### src/rtl/alu_pkg.sv
// Shared opcode, FSM state and flag-index definitions for the sequential ALU.
package alu_pkg;

  localparam logic [2:0] OP_ADD = 3'd0;
  localparam logic [2:0] OP_SUB = 3'd1;
  localparam logic [2:0] OP_AND = 3'd2;
  localparam logic [2:0] OP_OR  = 3'd3;
  localparam logic [2:0] OP_XOR = 3'd4;
  localparam logic [2:0] OP_SHL = 3'd5;
  localparam logic [2:0] OP_SHR = 3'd6;
  localparam logic [2:0] OP_MUL = 3'd7;

  typedef enum logic [1:0] {
    ST_IDLE = 2'd0,
    ST_MUL  = 2'd1,
    ST_DONE = 2'd2
  } state_t;

  localparam int F_Z = 3;
  localparam int F_N = 2;
  localparam int F_C = 1;
  localparam int F_V = 0;

endpackage

### src/rtl/addsub_cell.sv
// Shared adder/subtractor; cout reports borrow when subtracting.
module addsub_cell #(
  parameter int WIDTH = 8
) (
  input  logic [WIDTH-1:0] a,
  input  logic [WIDTH-1:0] b,
  input  logic             sub,
  output logic [WIDTH-1:0] y,
  output logic             cout,
  output logic             ovf
);

  logic [WIDTH-1:0] b_eff;
  logic [WIDTH:0]   sum;

  assign b_eff = b ^ {WIDTH{sub}};
  assign sum   = {1'b0, a} + {1'b0, b_eff} + {{WIDTH{1'b0}}, sub};
  assign y     = sum[WIDTH-1:0];
  // Carry of a + ~b + 1 is the inverse of the borrow.
  assign cout  = sum[WIDTH] ^ sub;
  assign ovf   = (a[WIDTH-1] == b_eff[WIDTH-1]) && (y[WIDTH-1] != a[WIDTH-1]);

endmodule

### src/rtl/seq_alu_unit.sv
// Registered ALU: single-cycle logic/arith/shift ops, iterative shift-add MUL,
// valid/ready handshakes on both sides.
module seq_alu_unit
  import alu_pkg::*;
#(
  parameter int WIDTH = 8,
  parameter int SHW   = $clog2(WIDTH)
) (
  input  logic             clk,
  input  logic             rst_n,
  input  logic             in_valid,
  output logic             in_ready,
  input  logic [2:0]       op,
  input  logic [WIDTH-1:0] a,
  input  logic [WIDTH-1:0] b,
  output logic             out_valid,
  input  logic             out_ready,
  output logic [WIDTH-1:0] res_lo,
  output logic [WIDTH-1:0] res_hi,
  output logic [3:0]       flags
);

  localparam int CW = $clog2(WIDTH + 1);

  state_t             state_reg;
  logic [WIDTH-1:0]   mcand_reg;
  logic [WIDTH-1:0]   mplier_reg;
  logic [2*WIDTH-1:0] acc_reg;
  logic [CW-1:0]      cnt_reg;

  logic [WIDTH-1:0]   as_y;
  logic               as_cout;
  logic               as_ovf;
  logic [SHW-1:0]     shamt;
  logic [WIDTH:0]     shl_ext;
  logic [WIDTH:0]     shr_ext;
  logic [WIDTH-1:0]   alu_res;
  logic               alu_c;
  logic               alu_v;
  logic [2*WIDTH-1:0] addend;
  logic [2*WIDTH-1:0] acc_sum;

  (* keep_hierarchy *)
  addsub_cell #(.WIDTH(WIDTH)) u_addsub (
    .a    (a),
    .b    (b),
    .sub  (op == OP_SUB),
    .y    (as_y),
    .cout (as_cout),
    .ovf  (as_ovf)
  );

  // The extra bit of each shift holds the last bit shifted out (0 for amount 0).
  assign shamt   = b[SHW-1:0];
  assign shl_ext = {1'b0, a} << shamt;
  assign shr_ext = {a, 1'b0} >> shamt;

  always_comb begin
    alu_res = '0;
    alu_c   = 1'b0;
    alu_v   = 1'b0;
    case (op)
      OP_ADD, OP_SUB: begin
        alu_res = as_y;
        alu_c   = as_cout;
        alu_v   = as_ovf;
      end
      OP_AND: alu_res = a & b;
      OP_OR:  alu_res = a | b;
      OP_XOR: alu_res = a ^ b;
      OP_SHL: begin
        alu_res = shl_ext[WIDTH-1:0];
        alu_c   = shl_ext[WIDTH];
      end
      OP_SHR: begin
        alu_res = shr_ext[WIDTH:1];
        alu_c   = shr_ext[0];
      end
      default: ;
    endcase
  end

  assign addend  = {{WIDTH{1'b0}}, mcand_reg} << cnt_reg;
  assign acc_sum = acc_reg + (mplier_reg[0] ? addend : '0);

  assign in_ready  = (state_reg == ST_IDLE);
  assign out_valid = (state_reg == ST_DONE);

  always_ff @(posedge clk) begin
    if (!rst_n) begin
      state_reg  <= ST_IDLE;
      mcand_reg  <= '0;
      mplier_reg <= '0;
      acc_reg    <= '0;
      cnt_reg    <= '0;
      res_lo     <= '0;
      res_hi     <= '0;
      flags      <= '0;
    end else begin
      case (state_reg)
        ST_IDLE: begin
          if (in_valid) begin
            if (op == OP_MUL) begin
              mcand_reg  <= a;
              mplier_reg <= b;
              acc_reg    <= '0;
              cnt_reg    <= '0;
              state_reg  <= ST_MUL;
            end else begin
              res_lo           <= alu_res;
              res_hi           <= '0;
              flags[F_Z]       <= (alu_res == '0);
              flags[F_N]       <= alu_res[WIDTH-1];
              flags[F_C]       <= alu_c;
              flags[F_V]       <= alu_v;
              state_reg        <= ST_DONE;
            end
          end
        end
        ST_MUL: begin
          // One extra cycle after the last iteration moves the product to the outputs.
          if (cnt_reg == CW'(WIDTH)) begin
            res_lo     <= acc_reg[WIDTH-1:0];
            res_hi     <= acc_reg[2*WIDTH-1:WIDTH];
            flags[F_Z] <= (acc_reg[WIDTH-1:0] == '0);
            flags[F_N] <= acc_reg[WIDTH-1];
            flags[F_C] <= (acc_reg[2*WIDTH-1:WIDTH] != '0);
            flags[F_V] <= (acc_reg[2*WIDTH-1:WIDTH] != '0);
            state_reg  <= ST_DONE;
          end else begin
            acc_reg    <= acc_sum;
            mplier_reg <= mplier_reg >> 1;
            cnt_reg    <= cnt_reg + 1'b1;
          end
        end
        ST_DONE: begin
          if (out_ready) state_reg <= ST_IDLE;
        end
        default: state_reg <= ST_IDLE;
      endcase
    end
  end

endmodule

### config.mk
export PLATFORM = sky130hd
export DESIGN_NAME = seq_alu_unit
export DESIGN_NICKNAME = d
export VERILOG_FILES = /design/src/rtl/alu_pkg.sv /design/src/rtl/addsub_cell.sv /design/src/rtl/seq_alu_unit.sv
export SDC_FILE = /design/constraint.sdc
export NUM_CORES = 1
export LEC_CHECK = 0
export BUFFER_PORTS_ARGS = -buffer_cell sky130_fd_sc_hd__buf_2
export CELL_PAD_IN_SITES_DETAIL_PLACEMENT = 0
export CELL_PAD_IN_SITES_GLOBAL_PLACEMENT = 1
export CORE_UTILIZATION = 39
export CTS_BUF_LIST = sky130_fd_sc_hd__clkbuf_4 sky130_fd_sc_hd__clkbuf_8
export CTS_CLUSTER_SIZE = 10
export DETAILED_ROUTE_END_ITERATION = 10
export PLACE_DENSITY = 0.82
export SETUP_SLACK_MARGIN = 0.4
export SLEW_MARGIN = 20
export SYNTH_ARGS = -nofsm -noshare
export SYNTH_HDL_FRONTEND = slang
export SYNTH_HIERARCHICAL = 1
export SYNTH_SLANG_ARGS = --single-unit
export TNS_END_PERCENT = 5
### constraint.sdc
create_clock -name clk -period 4.99 [get_ports clk]
set_input_delay 0.998 -clock clk [delete_from_list [all_inputs] [get_ports clk]]
set_output_delay 0.998 -clock clk [all_outputs]
set_load 0.05 [all_outputs]
==> flow_metrics.tcl <==
set metrics [dict create \
    fillerInstances 1332 \
    maxSlewHeadroom 0.371 \
    holdBufCountCts 0 \
    leakage_nw 2.46 \
    vias_per_cell 5.80 \
    p_switching_w 0.000402 \
    status "finished clean" \
    cap_violations 0 \
    ys_seq_area_frac 0.223 \
    cts-root-buf "clkbuf_8" \
    syn_inst 648 \
    worstPathMaxFanout 19 \
    fp-row-count 41 \
    hold-worst-slack_ns 0.492 \
    synth_flop_cell "dfxtp_1" \
    grt_pass1_vias 4576 \
    fp.dieH_um 117 \
    internal_power_w 0.000882 \
    grt-ovfl-total 0 \
    clk_pin_slew_worst_paths_ns 0.07 \
    cp.required_ns 5.27 \
    place_congestion 0.930 \
    final_core_util 0.444 \
    end_kind "register" \
    synth_fp_nets 715 \
    dp_hpwl_um 10900 \
    ctsResizeCount 0 \
    cts_tree "yes" \
    cp_data_arrival_time_ns 4.53 \
    syn_area_sq_um 5120 \
    power_frac_comb 0.242 \
    cts.sinks 57 \
    largest_reg_flops 16 \
    avgSynthCellArea_sq_um 7.91 \
    cts_setup_buffers 0 \
    netlist.area_leader.share 0.223 \
    cts_made_buffers 9 \
    die_w_um 117 \
    yosysUniqueCellTypes 64 \
    finalCriticalPeriod_ns 4.25 \
    ir_drop_mv 0.0966 \
    grt_antenna_before_repair 0 \
    start_util 0.403 \
    drive_gt1_frac 0.135 \
    cpPeakStageDelay_ns 0.44 \
    swShare 0.313 \
    hp-class "reg -> reg" \
    drt-initial-drc-count 315 \
    synth-seq-cells 57 \
    p_seq_frac 0.374 \
    synth-edff-count 0 \
    postRouteAntennaNets 0 \
    clkLatencyLatePin_ns 0.36 \
    hold_viol 0 \
    final_max_slew_viol_count 0 \
    crit_type "in -> reg" \
    synth_top_area_cell "dfxtp_1" \
    cpLargestDelayFamily "simple AND/OR/NAND/NOR gates" \
    layout_commonest_cell "nor2_1" \
    io_buffer_count 44 \
    wire_per_inst_um 17.0 \
    track_usage 0.222 \
    clockBufferDepth 2 \
    p_per_area_nw_per_um2 227 \
    max_freq_mhz 235 \
    finClkSkew_ns 0.00711 \
    grt_max_degree 33 \
    rrSetupSlack_ns 1.14 \
    wl_um 14400 \
    htree_levels 3 \
    final_nets 736 \
    crit_path_cell_trace "buf_2, nor2_1, and2_1, xor2_1, inv_1, fa_1, nor2b_1, o21ai_1, a21oi_1, nor2_1, xnor2_1, o2bb2ai_1, a221oi_2, nand4b_1, or4_1, a221oi_2" \
    ys_top_cells_by_area "dfxtp_1, ha_1, nor2_1" \
    crit_buf_inv 2 \
    async_reset_ff_frac 0 \
    die_area_sq_um 13600 \
    yosys_warnings 6 \
    p_clk_frac 0.385 \
    worstMarginPinSlew_ns 0.944 \
    synthToLayoutAreaGrowth_pct 10.3 \
    period_share 0.851 \
    final_cell_mix "nor2_1, dfxtp_1, buf_2" \
    diodes 0 \
    rsz0062_at_grt "no" \
    drc 0 \
    via_count 4891 \
    core_sq_um 12700 \
    critPathSlowestCell "fa_1" \
    ios 45 \
    start_kind "input port" \
    dr.pass1.iters 5 \
    grt_pass1_wl_um 23100 \
    timing.setup.tns_ns 0 \
    setup_violations 0 \
]
==> power groups by stage <==
stage / clock [W] / combinational, W / sequential (W)
3_5_place_dp: 0 / 0.000309 / 0.000490
4_1_cts: 0.000504 / 0.000310 / 0.000479
6_report: 0.000494 / 0.000310 / 0.000480
5_1_grt: 0.000523 / 0.000343 / 0.000481
3_3_place_gp: 0 / 0.000306 / 0.000489
2_1_floorplan: 0 / 0.000207 / 0.000509
==> worst paths after layout <==
kind | startpoint | to | depth (start not counted)
setup / recovery | op[2] | flags[3] | 16
hold / removal | res_lo[3] | res_lo[3] | 2
setup reg to reg | cnt_reg[1] | acc_reg[15] | 14
hold reg to reg | res_lo[3] | res_lo[3] | 2
==> area by class of cell <==
cell class                 instances  area (sq um)  area share
multi-input combinational        514          3670       0.649
sequential                        57          1140       0.202
timing repair buffer              51           273      0.0483
tap                              172           215      0.0381
clock buffer                      11           151      0.0268
inverter                          36           135      0.0239
clock inverter                     3          65.1      0.0115
==> synth_stat cells (4+ instances only) <==
master,n
mux4_1,5
mux4_2,7
mux2_2,8
a31oi_1,8
a22oi_1,21
nand2b_1,6
a21o_1,6
mux2i_1,25
nor2b_1,15
nand2_1,42
o221ai_1,4
clkbuf_1,24
nor2_1,96
a21oi_1,44
dfxtp_1,57
nand3_1,14
nor3_1,11
and3_1,5
nor4_1,5
xnor2_1,12
o21ai_0,22
and2_1,9
a311oi_1,4
nand4_1,5
or3_1,7
buf_2,8
a211oi_1,19
a32oi_1,4
inv_1,34
buf_1,5
xor2_1,14
o22ai_1,4
o211ai_1,4
ha_1,42
==> cell families after synthesis <==
group,count (synthesis),share of synthesized area
DFF,57,0.223
adders and majority gates,44,0.110
and+or+nand+nor,232,0.216
muxes,45,0.123
xor gates and xnor gates,26,0.0444
buffers and inverters,77,0.0620
AOI/OAI and AO/OA,167,0.222
==> worst min-delay path, cell delays in order (launching register included) <==
cell     delay, ns
dfxtp_1       0.33
a21oi_1       0.06
nor2_1        0.07
==> stage by stage <==
step / power, W / worst slack, ns / instance area, sq um / instances
2_1_floorplan: 0.000716 / 0.611 / 5120 / 648
3_3_place_gp: 0.000795 / 0.506 / 5430 / 830
3_5_place_dp: 0.000798 / 0.417 / 5430 / 830
4_1_cts: 0.00129 / 0.796 / 5650 / 844
5_1_grt: 0.00135 / 0.531 / 5650 / 844
6_report: 0.00128 / 0.743 / 5650 / 844
==> routing by layer <==
layer,track usage,vias up,wire [um]
met3,0.0436,20,692
met1,0.277,2352,6440
li1,-,2394,-
met5,0,-,0
met4,0.0641,0,297
met2,0.386,125,6930
Power figures use the tool's default switching activity.
